`src/rtl/bg_tile_fetch_seq.sv`:
```
`default_nettype none
// ============================================================================
// bg_tile_fetch_seq : per-scanline background tile fetcher (NT/AT/PT via req/ack)
// Revision : 1.0
// ============================================================================
module bg_tile_fetch_seq #(
  parameter int TILES_PER_LINE = 33,
  parameter int ADDR_W         = 16
) (
  input  logic              clk,
  input  logic              rst,
  input  logic              line_start,
  input  logic [8:0]        line_y,
  input  logic [7:0]        scroll_x,
  input  logic [7:0]        scroll_y,
  input  logic [1:0]        nt_sel,
  input  logic              pt_base,
  input  logic [2:0]        mirror_mode,
  output logic              mem_req,
  output logic [ADDR_W-1:0] mem_addr,
  input  logic              mem_ack,
  input  logic [7:0]        mem_rdata,
  output logic              tile_valid,
  input  logic              tile_ready,
  output logic [7:0]        tile_nt,
  output logic [7:0]        tile_pt_lo,
  output logic [7:0]        tile_pt_hi,
  output logic [1:0]        tile_attr,
  output logic [2:0]        fine_x,
  output logic              busy,
  output logic              line_done,
  output logic              overrun
);

  localparam int T_W = (TILES_PER_LINE > 1) ? $clog2(TILES_PER_LINE) : 1;
  localparam logic [T_W-1:0] c_T_LAST = T_W'(TILES_PER_LINE - 1);

  typedef enum logic [2:0] {
    S_IDLE = 3'd0,
    S_NT   = 3'd1,
    S_AT   = 3'd2,
    S_PTL  = 3'd3,
    S_PTH  = 3'd4,
    S_OUT  = 3'd5
  } state_t;

  state_t          r_state;
  state_t          w_state_nxt;
  logic [T_W-1:0]  r_t;
  logic [4:0]      r_coarse_x;
  logic            r_nt_x;
  logic [7:0]      r_ry;
  logic            r_vy_hi;
  logic            r_pt_base;
  logic [2:0]      r_mirror;
  logic [7:0]      r_tile_nt;
  logic [7:0]      r_tile_pt_lo;
  logic [7:0]      r_tile_pt_hi;
  logic [1:0]      r_tile_attr;
  logic [2:0]      r_fine_x;
  logic            r_line_done;
  logic            r_overrun;

  logic [10:0]     w_vy_sum;
  logic [10:0]     w_vy;
  logic            w_vy_hi;
  logic [7:0]      w_ry;
  logic [5:0]      w_xt;
  logic [4:0]      w_r;
  logic [4:0]      w_c;
  logic [1:0]      w_ln;
  logic [1:0]      w_p;
  logic [15:0]     w_addr;
  logic [1:0]      w_attr;
  logic            w_start;
  logic            w_accept;

  assign w_start  = line_start && (r_state == S_IDLE);
  assign w_accept = (r_state == S_OUT) && tile_ready;

  // Vertical position is fixed for the whole line, so it is resolved once at line_start.
  always_comb begin
    w_vy_sum = {2'b00, line_y} + {3'b000, scroll_y} + (nt_sel[1] ? 11'd240 : 11'd0);
    if (w_vy_sum >= 11'd960)
      w_vy = w_vy_sum - 11'd960;
    else if (w_vy_sum >= 11'd480)
      w_vy = w_vy_sum - 11'd480;
    else
      w_vy = w_vy_sum;
    w_vy_hi = (w_vy >= 11'd240);
    w_ry    = w_vy_hi ? 8'(w_vy - 11'd240) : 8'(w_vy);
  end

  // Fine X bits never carry into the tile column, so only x[8:3] is tracked.
  assign w_xt = {r_nt_x, r_coarse_x} + 6'(r_t);
  assign w_r  = r_ry[7:3];
  assign w_c  = w_xt[4:0];
  assign w_ln = {r_vy_hi, w_xt[5]};

  always_comb begin
    case (r_mirror)
      3'd1:    w_p = {1'b0, w_ln[1]};
      3'd2:    w_p = 2'd0;
      3'd3:    w_p = 2'd1;
      3'd4:    w_p = w_ln;
      default: w_p = {1'b0, w_ln[0]};
    endcase
  end

  always_comb begin
    w_addr = 16'h0000;
    case (r_state)
      S_NT:    w_addr = {4'b0010, w_p, w_r, w_c};
      S_AT:    w_addr = {4'b0010, w_p, 4'b1111, w_r[4:2], w_c[4:2]};
      S_PTL:   w_addr = {3'b000, r_pt_base, r_tile_nt, 1'b0, r_ry[2:0]};
      S_PTH:   w_addr = {3'b000, r_pt_base, r_tile_nt, 1'b1, r_ry[2:0]};
      default: w_addr = 16'h0000;
    endcase
  end

  always_comb begin
    case ({w_r[1], w_c[1]})
      2'd0:    w_attr = mem_rdata[1:0];
      2'd1:    w_attr = mem_rdata[3:2];
      2'd2:    w_attr = mem_rdata[5:4];
      default: w_attr = mem_rdata[7:6];
    endcase
  end

  always_comb begin
    w_state_nxt = r_state;
    case (r_state)
      S_IDLE:  if (line_start) w_state_nxt = S_NT;
      S_NT:    if (mem_ack)    w_state_nxt = S_AT;
      S_AT:    if (mem_ack)    w_state_nxt = S_PTL;
      S_PTL:   if (mem_ack)    w_state_nxt = S_PTH;
      S_PTH:   if (mem_ack)    w_state_nxt = S_OUT;
      S_OUT:   if (tile_ready) w_state_nxt = (r_t == c_T_LAST) ? S_IDLE : S_NT;
      default: w_state_nxt = S_IDLE;
    endcase
  end

  always_ff @(posedge clk) begin
    if (rst)
      r_state <= S_IDLE;
    else
      r_state <= w_state_nxt;
  end

  always_ff @(posedge clk) begin
    if (rst) begin
      r_t          <= '0;
      r_coarse_x   <= '0;
      r_nt_x       <= 1'b0;
      r_ry         <= '0;
      r_vy_hi      <= 1'b0;
      r_pt_base    <= 1'b0;
      r_mirror     <= '0;
      r_tile_nt    <= '0;
      r_tile_pt_lo <= '0;
      r_tile_pt_hi <= '0;
      r_tile_attr  <= '0;
      r_fine_x     <= '0;
      r_line_done  <= 1'b0;
      r_overrun    <= 1'b0;
    end else begin
      r_line_done <= 1'b0;
      if (w_start) begin
        r_t        <= '0;
        r_coarse_x <= scroll_x[7:3];
        r_fine_x   <= scroll_x[2:0];
        r_nt_x     <= nt_sel[0];
        r_ry       <= w_ry;
        r_vy_hi    <= w_vy_hi;
        r_pt_base  <= pt_base;
        r_mirror   <= mirror_mode;
        r_overrun  <= 1'b0;
      end else if (line_start) begin
        r_overrun <= 1'b1;
      end
      if (mem_ack) begin
        case (r_state)
          S_NT:    r_tile_nt    <= mem_rdata;
          S_AT:    r_tile_attr  <= w_attr;
          S_PTL:   r_tile_pt_lo <= mem_rdata;
          S_PTH:   r_tile_pt_hi <= mem_rdata;
          default: ;
        endcase
      end
      if (w_accept) begin
        if (r_t == c_T_LAST)
          r_line_done <= 1'b1;
        else
          r_t <= r_t + T_W'(1);
      end
    end
  end

  assign mem_req    = (r_state == S_NT) || (r_state == S_AT) ||
                      (r_state == S_PTL) || (r_state == S_PTH);
  assign mem_addr   = ADDR_W'(w_addr);
  assign tile_valid = (r_state == S_OUT);
  assign tile_nt    = r_tile_nt;
  assign tile_pt_lo = r_tile_pt_lo;
  assign tile_pt_hi = r_tile_pt_hi;
  assign tile_attr  = r_tile_attr;
  assign fine_x     = r_fine_x;
  assign busy       = (r_state != S_IDLE);
  assign line_done  = r_line_done;
  assign overrun    = r_overrun;

endmodule
`default_nettype wire

```
`config.mk`:
```
export PLATFORM = sky130hd
export DESIGN_NAME = bg_tile_fetch_seq
export DESIGN_NICKNAME = d
export VERILOG_FILES = /design/src/rtl/bg_tile_fetch_seq.sv
export SDC_FILE = /design/constraint.sdc
export NUM_CORES = 1
export LEC_CHECK = 0
export CORE_ASPECT_RATIO = 1.25
export CORE_UTILIZATION = 51
export DETAILED_ROUTE_END_ITERATION = 6
export GPL_TIMING_DRIVEN = 0
export PLACE_DENSITY = 0.82
export SETUP_SLACK_MARGIN = 0.5
export SLEW_MARGIN = 20
export SYNTH_ARGS = -nofsm -noshare
export SYNTH_HDL_FRONTEND = slang
export SYNTH_SLANG_ARGS = --single-unit
```
`constraint.sdc`:
```
create_clock -name clk -period 7.46 [get_ports clk]
set_clock_uncertainty 0.1 [all_clocks]
set_input_delay 2.238 -clock clk [delete_from_list [all_inputs] [get_ports clk]]
set_output_delay 2.238 -clock clk [all_outputs]
set_load 0.01 [all_outputs]
```
### Word-level counts from Yosys, hierarchy flattened

Cells that the tools add are included.

* $add $sub $neg: 7
* order comparisons: 3
* equality and inequality tests: 18
* muxes and demuxes: 19
* bitwise gates (word level): 1
* reduce and logical (&&, ||, !) cells: 15

Operator list (number)
* $pmux 14 s4: 1
* $mux 11: 2
* $mux 3: 6
* $mux 6: 3
* $pmux 3 s6: 1
* $mux 8: 2
* $eq 3x2->1 const B: 4
* $add 10x8->11: 1
* $ge 11x10->1 const B: 1
* $ge 11x8->1 const B: 1
* $ge 11x9->1 const B: 1
* $sub 11x10->11 const B: 1
* $sub 11x9->11 const B: 1
* $add 9x8->10: 1
* $ne 2x2->1 const B: 5
* $eq 3x3->1 const B: 3
* $pmux 2 s4: 1
* $reduce_and 2->1: 4
* $sub 8x8->8 const B: 1
* $add 6x1->6 const B: 1
* $add 6x6->6: 1
* $eq 3x1->1 const B: 2
* $eq 6x6->1 const B: 1
* $pmux 2 s3: 1
* other kinds (12): 17

* register bits after elaboration: 59
* input bits: 44
* output and inout port bits: 50
* logic and storage cells: 78

### Longest topological paths before layout

* depth after elaboration: 7
* depth in mapped cells: 22
* mapped depth without buffers: 21

### Worst setup path before layout

Ideal clock, no wire load.

* path type: input to register
* start: input line_y[6]
* end: register r_ry[5]
* library setup time: 0.101 ns
* data arrival time: 6.194 ns
* required time: 7.259 ns
* path slack: 1.065 ns
* cell stages on the path: 20
* buffers on the path: 1
* path through: fa_1 ha_1 buf_2 nor3b_1 and3_1 nor3_1 inv_1 ha_1 nand2_1 mux2i_1 a31o_2 a21oi_1 nor2_1 xnor2_1 ha_1 a32oi_1 o21ai_0 o211ai_1 a21oi_1 o41ai_1

* longest elaborated chain between the ends: 7
* elaborated cells between the ends (all ways): 11
* classes of those cells: add/sub: 5; order compare: 3; mux: 3

RTL lines
* start: declaration: RTL line 13 `input logic [8:0] line_y,`
* $add 9x8->10 *: RTL line 83 `w_vy_sum = {2'b00, line_y} + {3'b000, scroll_y} + (nt_sel[1] ? 11'd240 : 11'd0);`
* $add 10x8->11 *: RTL line 83
* $sub 11x9->11 or $ge 11x9->1 (tied branches): RTL line 87, 86
* $mux 11: RTL line 86 `else if (w_vy_sum >= 11'd480)`
* $mux 11 *: RTL line 84 `if (w_vy_sum >= 11'd960)`
* $ge 11x8->1 or $sub 8x8->8 (tied branches): RTL line 90, 91
* $mux 8 *: RTL line 91 `w_ry = w_vy_hi ? 8'(w_vy - 11'd240) : 8'(w_vy);`
* end signal: assignment: RTL line 173 `r_ry <= w_ry;`
* end: declaration: RTL line 52 `logic [7:0] r_ry;`

Mark *: on every way between the ends. The rest lies on a longest branch, timed or not.
A chain may end at the register's enable or synchronous reset.

### Worst setup path after layout

* start: input line_y[4]
* end: register r_ry[5]

The elaborated chain is that of the path after synthesis.

==> flow_summary_export.csv <==
group,metric,value,unit
flow_run,cap_viol_max_count,0,
cts,clock_latency,0.34,ns
critical_path,required,7.60,ns
detailed_routing,dr.pass1.iters,5,
detailed_routing,wire_per_inst,15.63,µm
critical_path,cp-end-kind,"register",
die,ioPinCount,94,
die,start_util,0.5314,
timing,worst_pin_slew,0.6099,ns
logic_synthesis,yosysTopAreaCell,"dfxtp_1",
timing,finalCritPeriodShare,0.9014,
detailed_routing,route.vias.total,4133,
status,run_status,"finished, final reports clean",
grt,grt_first_pass_wirelength,17.24,mm
die,core,7401,µm²
timing,hold_viol_final,0,
critical_path,worst_r2r_startpoint,"r_state[0]$_SDFFE_PP0P_",
grt,antenna_found_initial,0,
critical_path,critPathMaxFanout,7,
logic_synthesis,synth.avg_cell_area,7.803,µm²
die,die-area,8068,µm²
power,p_clk_frac,0.243,
placed_design,detailedPlace.worstSlack,-0.1038,ns
critical_path,r2r_setup_slack,4.93,ns
logic_synthesis,async_flop_share,0,
detailed_routing,viasPerCell,5.838,
timing,setup_viol,0,
logic_synthesis,synth.distinct_cells,70,
die,die_x,80.54,µm
grt,grtUsageTotal,0.2776,
cells_and_area,nFillCells,566,
die,die_y,100.2,µm
timing,period_needed,6.725,ns
logic_synthesis,synthTopCellsByCount,"nand2_1, a21oi_1, dfxtp_1",
power,vdd_drop_max,133.8,µV
cells_and_area,multiInputGateArea,2597,µm²
grt,grt_start_max_net_pins,11,
timing,max_freq,148.7,MHz
cells_and_area,drive_gt1_frac,0.08279,
logic_synthesis,ys.flop_type,"dfxtp_1",
cells_and_area,finalNetCount,686,
die,rows,35,
logic_synthesis,synth_edf_count,0,
detailed_routing,first_iter_violations,337,
cts,clock_path_buffers,2,
min_path,hold-path-cell-count,2,
logic_synthesis,synth_area_leaders,"dfxtp_1, nand2_1, a21oi_1",
grt,overflow,0,
power,p_per_area,216.6,nW/µm²
timing,layout_setup_ws,0.7352,ns
timing,rsz0062_at_grt,"no",
min_path,hold_path_end,"tile_pt_lo[7]$_SDFFE_PP0P_",
placed_design,gp_congestion,0.8908,
cts,cts_hold_buf,0,
critical_path,crit_type,"in2reg",
cells_and_area,seqCellArea,1181,µm²
placed_design,io_buffers,91,
cts,clkTransAtPathRegs,0.06,ns
power,p_leak,1.943,nW
logic_synthesis,ys_ff_latch,59,
timing,hold_ws,0.3532,ns
critical_path,startpoint_type,"input port",
grt,first_global_vias,3739,
detailed_routing,drc_errors,0,
power,power.share.combinational,0.438,
cells_and_area,synthToLayoutAreaGrowth,33.18,%
cts,cts.sinks,59,
timing,drv_slew,0,
logic_synthesis,yosysMostFrequentCell,"nand2_1",
logic_synthesis,ys_seq_area_frac,0.3003,
cts,tritoncts,"built",
logic_synthesis,synth_top_area_share,0.3003,
power,switching_share,0.3670,
min_path,hp-start,"tile_pt_lo[7]$_SDFFE_PP0P_",
cts,cts_htree_levels,3,
critical_path,cp.arrival,6.87,ns
min_path,holdCritPathClass,"reg2reg",
power,power_switching,0.4164,mW
cts,cts_root_buffer,"clkbuf_8",
logic_synthesis,yosysWarnings,0,
logic_synthesis,syn_area,3933,µm²
detailed_routing,postRouteAntennaNets,0,
logic_synthesis,syn_inst,504,
cts,cts_buffers,9,
critical_path,r2r_cells,7,
detailed_routing,drt_wl_total,11.06,mm
power,p_int,0.7182,mW
power,p_seq_frac,0.319,
critical_path,regToRegEndpoint,"r_t[4]$_SDFF_PP0_",
placed_design,dpl.hpwl,8.440,mm
cells_and_area,diodes,0,
timing,relSlewSlack,0.5900,
## state kept, by name, indices dropped and copies added (netlist names)
signal,flops
fine_x,3
line_done,1
overrun,1
r_coarse_x,5
r_mirror,3
r_nt_x,1
r_pt_base,1
r_ry,8
r_state,3
r_t,6
r_vy_hi,1
tile_attr,2
tile_nt,8
tile_pt_hi,8
tile_pt_lo,8
## stage by stage
step                      utilization  power, mW  cells  instance area [µm²]  TNS, ns
after floorplan                     -     0.6765    505                 3936        0
after global placement         0.6705     0.8087    688                 4962        0
after detailed placement       0.6705     0.8223    688                 4962  -0.1073
after CTS                      0.6982      1.108    704                 5167        0
after global routing           0.7077      1.198    708                 5238        0
final                          0.7077      1.135    708                 5238        0
## kinds of logic (layout without fill, tap and decap cells)
kind of cell             count (synthesis)  in the layout  share of synthesized area
AND/OR/NAND/NOR                        194            194                     0.2269
AO/OA/AOI/OAI                          144            144                     0.2431
flip-flops                              59             59                     0.3003
buffers and inverters                   50            161                    0.05185
adder cells (fa/ha/maj)                 29             29                     0.1037
multiplexers                            15             15                    0.04645
XOR/XNOR                                12             12                    0.02673
other                                    1              2                  0.0009536
## worst max-delay path, cell delays in order
cell	delay (ns)
clkdlybuf4s50_1	0.46
inv_1	0.06
fa_1	0.53
inv_1	0.05
ha_2	0.32
or4b_1	0.53
o2111ai_1	0.17
nor3_4	0.10
inv_2	0.13
ha_2	0.22
nand2b_1	0.09
mux2i_4	0.21
a31o_2	0.23
a21oi_1	0.09
nor2_1	0.16
xnor2_1	0.10
ha_2	0.21
a32oi_2	0.19
o21ai_1	0.11
o211ai_1	0.28
a21oi_1	0.15
o41ai_1	0.23
## metal layers
metal  track usage  wire [µm]  share of wire
met1        0.3144       4440           0.40
met2        0.4831       5460           0.49
met3       0.05636        615          0.056
met4        0.1470        548          0.050
met5             0          0              0
## area by class of cell
type                    count  share of cell area
clock buffers              11             0.02699
well taps                  92             0.02198
inverters                  19             0.01362
multi-input cells         396              0.4959
plain buffers              31             0.02532
clock inverters             3            0.007645
flip-flops and latches     59              0.2255
repair buffers             97              0.1830
## cell usage in the layout, fill, tap and decap left out, types with 7 or more instances in the layout
cell	count
ha_1	20
inv_1	17
a22oi_1	8
xnor2_1	8
and3_1	7
a21oi_1	65
o21ai_0	15
nand3_1	9
nor2_1	28
buf_4	8
clkbuf_8	10
nand2_1	107
clkbuf_1	24
dfxtp_1	59
clkdlybuf4s50_1	90
## timing repair
| item | in CTS | in global routing |
|---|---|---|
| resized for setup | 3 | 10 |
| pin swaps | 2 | 3 |
| setup buffers | 2 | 4 |
| endpoints found under the setup margin | 4 | 4 |
## worst max path at each step
stage                         start                   end  cells after the start
after CTS                 nt_sel[1]  r_ry[5]$_SDFFE_PP0P_                     21
after global placement    nt_sel[1]  r_ry[5]$_SDFFE_PP0P_                     21
final                     line_y[4]  r_ry[5]$_SDFFE_PP0P_                     22
after floorplan           line_y[6]  r_ry[5]$_SDFFE_PP0P_                     20
after global routing      line_y[4]  r_ry[5]$_SDFFE_PP0P_                     22
after detailed placement  nt_sel[1]  r_ry[5]$_SDFFE_PP0P_                     21
## power by group through the flow
stage                     Sequential [mW]  Combinational, mW  Clock (mW)
final                               0.362              0.497       0.276
after global routing                0.364              0.539       0.295
after CTS                           0.361              0.466       0.281
after detailed placement            0.367              0.455           0
after global placement              0.366              0.443           0
after floorplan                     0.364              0.313           0
Note: power is estimated with default switching activity, not from simulation.
==> variant 1: new RTL, config.mk and constraints unchanged <==
Set the parameter `ADDR_W` to 18 (it was 16).
--- a/src/rtl/bg_tile_fetch_seq.sv
+++ b/src/rtl/bg_tile_fetch_seq.sv
@@ -5,7 +5,7 @@
 // ============================================================================
 module bg_tile_fetch_seq #(
   parameter int TILES_PER_LINE = 33,
-  parameter int ADDR_W         = 16
+  parameter int ADDR_W         = 18
 ) (
   input  logic              clk,
   input  logic              rst,
Ports: changed (resized mem_addr); port bits go from 94 to 96. No check against the original RTL was run, so the function may have changed too.
==> variant 1 against the original RTL <==
Critical endpoint unchanged. Wire length grew 0.71%. Sequential cell count is the same. Via count grew 0.80%. Area after synthesis grew 0.38%. Largest cell class unchanged. Power grew 6.8%. Register-to-register slack gained 0.02 ns. Cell area grew 2.4%. Setup slack gained 0.052 ns. Hold slack gained 0.0020 ns.
==> variant 1: results <==
export IMPL_status="finished, final reports clean"
export IMPL_dr_wl_met3_um=727
export IMPL_gr_usage_met3_pct=5.55
export IMPL_fillCellCount=609
export IMPL_fin_cells=716
export IMPL_p_leak_nw=2.00
export IMPL_yosysSeqAreaShare_pct=29.9
export IMPL_grt_pass1_vias=3807
export IMPL_drt_met1_wl_um=4380
export IMPL_met1_usage_pct=31.4
export IMPL_fin_nets=692
export IMPL_r2r_setup_slack_ns=4.95
export IMPL_firstDrtPassIters=7
export IMPL_place_ws_ns=-0.137
export IMPL_grt_met2_usage_pct=49.9
export IMPL_hpwl_um=8490
export IMPL_placed_cell_area_um2=4980
export IMPL_gp_congestion=0.960
export IMPL_arrival_ns=6.82
export IMPL_n_antenna_cell=0
export IMPL_slew_headroom_pct=56.8
export IMPL_num_vias=4166
export IMPL_grt_util_all_layers_pct=28.1
export IMPL_drive_above_1_share_pct=9.78
export IMPL_highest_layer="met4"
export IMPL_met2WireLength_um=5670
export IMPL_grt_pass1_wl_um=17500
## variant 1: area by class of cell
class / count / share of cell area, %
Tap cell: 92 / 2.15
Sequential cell: 59 / 22.0
Multi-Input combinational cell: 398 / 49.3
Clock buffer: 12 / 2.89
Clock inverter: 4 / 1.35
Timing Repair Buffer: 99 / 18.1
Inverter: 19 / 1.33
Buffer: 33 / 2.80
## variant 1: cells by family after synthesis
| family | after synthesis | share of synthesized area, % |
|---|---|---|
| xor gates and xnor gates | 12 | 2.66 |
| DFF | 59 | 29.9 |
| other | 1 | 0.0950 |
| AOI/OAI and AO/OA | 144 | 24.2 |
| adders and majority gates | 29 | 10.3 |
| muxes | 15 | 4.63 |
| buffers and inverters | 52 | 5.55 |
| and+or+nand+nor | 194 | 22.6 |
## variant 1: worst max-delay path by stage
stage,endpoint,start,slack (ns)
2_1_floorplan,r_ry[5]$_SDFFE_PP0P_,line_y[6],1.06
3_3_place_gp,r_ry[5]$_SDFFE_PP0P_,nt_sel[1],-0.09
3_5_place_dp,r_ry[5]$_SDFFE_PP0P_,nt_sel[1],-0.14
4_1_cts,r_ry[5]$_SDFFE_PP0P_,nt_sel[1],0.53
5_1_grt,r_ry[5]$_SDFFE_PP0P_,line_y[4],0.45
6_report,r_ry[5]$_SDFFE_PP0P_,line_y[4],0.79
## variant 1: power by group
part           switching [W]  internal (W)  leakage (nW)
clock               0.000127      0.000206         0.113
combinational       0.000283      0.000235          1.41
sequential         0.0000207      0.000340         0.480
## variant 1: what timing repair did
action | 4_1_cts | 5_1_grt
resized for setup | 3 | 17
cloned | 0 | 0
pin swaps | 2 | 6
hold endpoints to repair | 0 | 0
buffers inserted | 1 | 7
setup endpoints to repair | 4 | 5
==> variant 2: new RTL, same flow settings <==
Made on the original files. Re-encode `state_t` (6 states) as Gray code, 3 bits wide.
--- a/src/rtl/bg_tile_fetch_seq.sv
+++ b/src/rtl/bg_tile_fetch_seq.sv
@@ -36,12 +36,12 @@
   localparam logic [T_W-1:0] c_T_LAST = T_W'(TILES_PER_LINE - 1);
 
   typedef enum logic [2:0] {
-    S_IDLE = 3'd0,
-    S_NT   = 3'd1,
-    S_AT   = 3'd2,
-    S_PTL  = 3'd3,
-    S_PTH  = 3'd4,
-    S_OUT  = 3'd5
+    S_IDLE = 3'b000,
+    S_NT   = 3'b001,
+    S_AT   = 3'b011,
+    S_PTL  = 3'b010,
+    S_PTH  = 3'b110,
+    S_OUT  = 3'b111
   } state_t;
 
   state_t          r_state;
Behaviour: no difference found for any inputs over 4 cycles, from zero or initial values and one cycle with rst high; so few cycles prove little.
==> variant 2 against the original RTL <==
Via count fell by 6.7%. Synthesized cell count down 6.5%. Critical endpoint unchanged. Area after synthesis fell by 3.4%. Count of clock-buffer cells in the layout shrank 1. Setup slack got worse by 0.015 ns. Highest routed layer unchanged. Power fell by 2.3%. Sequential cell count unchanged. Final cell count is 4.9% lower. Wire length fell by 6.4%. Combinational power down 7.4%. Cell area is 2.4% lower. Core utilization up 1.2 points.
==> variant 2: results <==
export IMPL_status="finished, final reports clean"
export IMPL_dpl_cell_count=652
export IMPL_p_comb_share_pct=41.5
export IMPL_clk_latency_ns=0.35
export IMPL_grt_met2_usage_pct=48.9
export IMPL_num_vias=3855
export IMPL_hp_class="reg2reg"
export IMPL_seqPwrFrac_pct=31.8
export IMPL_cts_root_buf="clkbuf_8"
export IMPL_cts_reportedPaths_clkPinSlew_ns=0.07
export IMPL_placed_cell_area_um2=4820
export IMPL_cp_max_fo=5
export IMPL_r2r_worst_path_cells=8
export IMPL_r2r_setup_slack_ns=4.76
export IMPL_ys_top_cells_by_area="dfxtp_1 (31%), nand2_1 (9.1%), ha_1 (7.6%)"
export IMPL_syn_inst=471
export IMPL_p_leak_nw=1.96
export IMPL_synthArstFlopShare_pct=0
export IMPL_p_switching_w=0.000404
export IMPL_critPathLaunchType="primary input"
export IMPL_rr_endpoint="r_t[4]$_SDFF_PP0_"
export IMPL_totalWireLength_um=10400
export IMPL_critical_path_endpoint="r_ry[5]$_SDFFE_PP0P_"
export IMPL_numCtsBuffers=9
export IMPL_drt_met1_wl_um=4020
export IMPL_grt_util_all_layers_pct=27.6
export IMPL_met1_usage_pct=30.0
export IMPL_slew_headroom_pct=42.6
export IMPL_setup_slack_ns=0.720
export IMPL_grt_pass1_wl_um=16800
export IMPL_worstReg2RegStart="r_state[1]$_SDFFE_PP0P_"
export IMPL_dr_wl_met3_um=679
export IMPL_ir_drop_mv=0.136
export IMPL_holdPathEnd="fine_x[0]$_SDFFE_PP0P_"
export IMPL_cts_max_level=3
export IMPL_firstDrtPassIters=4
export IMPL_met2WireLength_um=5250
export IMPL_ys_dominant_reg_cell="dfxtp_1"
export IMPL_whs_ns=0.355
export IMPL_drive_above_1_share_pct=8.40
export IMPL_gr_usage_met3_pct=6.20
export IMPL_synthTopCellsByCount="nand2_1 (92), dfxtp_1 (59), a21oi_1 (50)"
export IMPL_grt_pass1_vias=3714
export IMPL_gp_congestion=0.860
export IMPL_n_antenna_cell=0
export IMPL_synth_cell_types=69
export IMPL_hpwl_um=8130
export IMPL_power_w=0.00111
export IMPL_drtIter0Drc=213
export IMPL_yosysSeqAreaShare_pct=31.1
export IMPL_highest_layer="met4"
export IMPL_routed_via_density=5.73
export IMPL_cp_startpoint="line_y[4]"
export IMPL_whs_path_depth=2
export IMPL_hp_start="fine_x[0]$_SDFFE_PP0P_"
export IMPL_place_ws_ns=-0.192
export IMPL_io_buffers=90
export IMPL_grt_max_degree=12
export IMPL_fillCellCount=561
variant 2: cell count changes after synthesis, sizes merged, moves of 3 or more:
cell    change
a211oi      +5
a21oi      -16
a22oi       -5
buf         -5
mux2        -5
mux2i       +8
nand2      -15
nand3       +5
nor2        +9
nor2b       -5
nor3        +3
o22ai       -4
o31ai       +6
xnor2       -3
variant 2: kinds of logic (layout without fill, tap and decap cells):
| kind of cell | after synthesis | count (layout) | synth area share [%] |
|---|---|---|---|
| simple gates | 185 | 185 | 22.6 |
| xor+xnor | 10 | 10 | 2.70 |
| compound gates | 125 | 125 | 22.6 |
| fa+ha+maj | 29 | 29 | 10.7 |
| flops | 59 | 59 | 31.1 |
| buf+inv | 44 | 155 | 4.74 |
| other cells | 1 | 2 | 0.0987 |
| mux | 18 | 18 | 5.43 |
variant 2: final cells by class:
cell class              instances  area [um^2]  area share, %
inverters                      20         75.1           1.47
multi-input cells             369         2500           48.9
flip-flops and latches         59         1180           23.1
clock buffers                  10          138           2.69
plain buffers                  24          105           2.06
well taps                      90          113           2.20
clock inverters                 6         63.8           1.25
repair buffers                 95          937           18.3
variant 2: critical path: stages:
cell             delay [ns]
clkdlybuf4s50_1        0.45
inv_1                  0.05
fa_1                   0.52
inv_1                  0.04
ha_2                   0.32
a21o_1                 0.24
a221oi_4               0.43
xnor2_4                0.16
ha_2                   0.20
nand2b_1               0.07
mux2i_2                0.23
a32oi_2                0.17
o21ai_2                0.19
nand2_1                0.08
xnor2_1                0.15
ha_2                   0.22
nand2_2                0.10
o21ba_2                0.18
o31a_1                 0.28
or3_1                  0.31
a32o_1                 0.26
variant 2: repair_timing:
item / CTS / global route
resized for setup: 7 / 6
buffers inserted: 3 / 2
cloned: 0 / 0
pin swaps: 4 / 3
setup endpoints to repair: 3 / 3
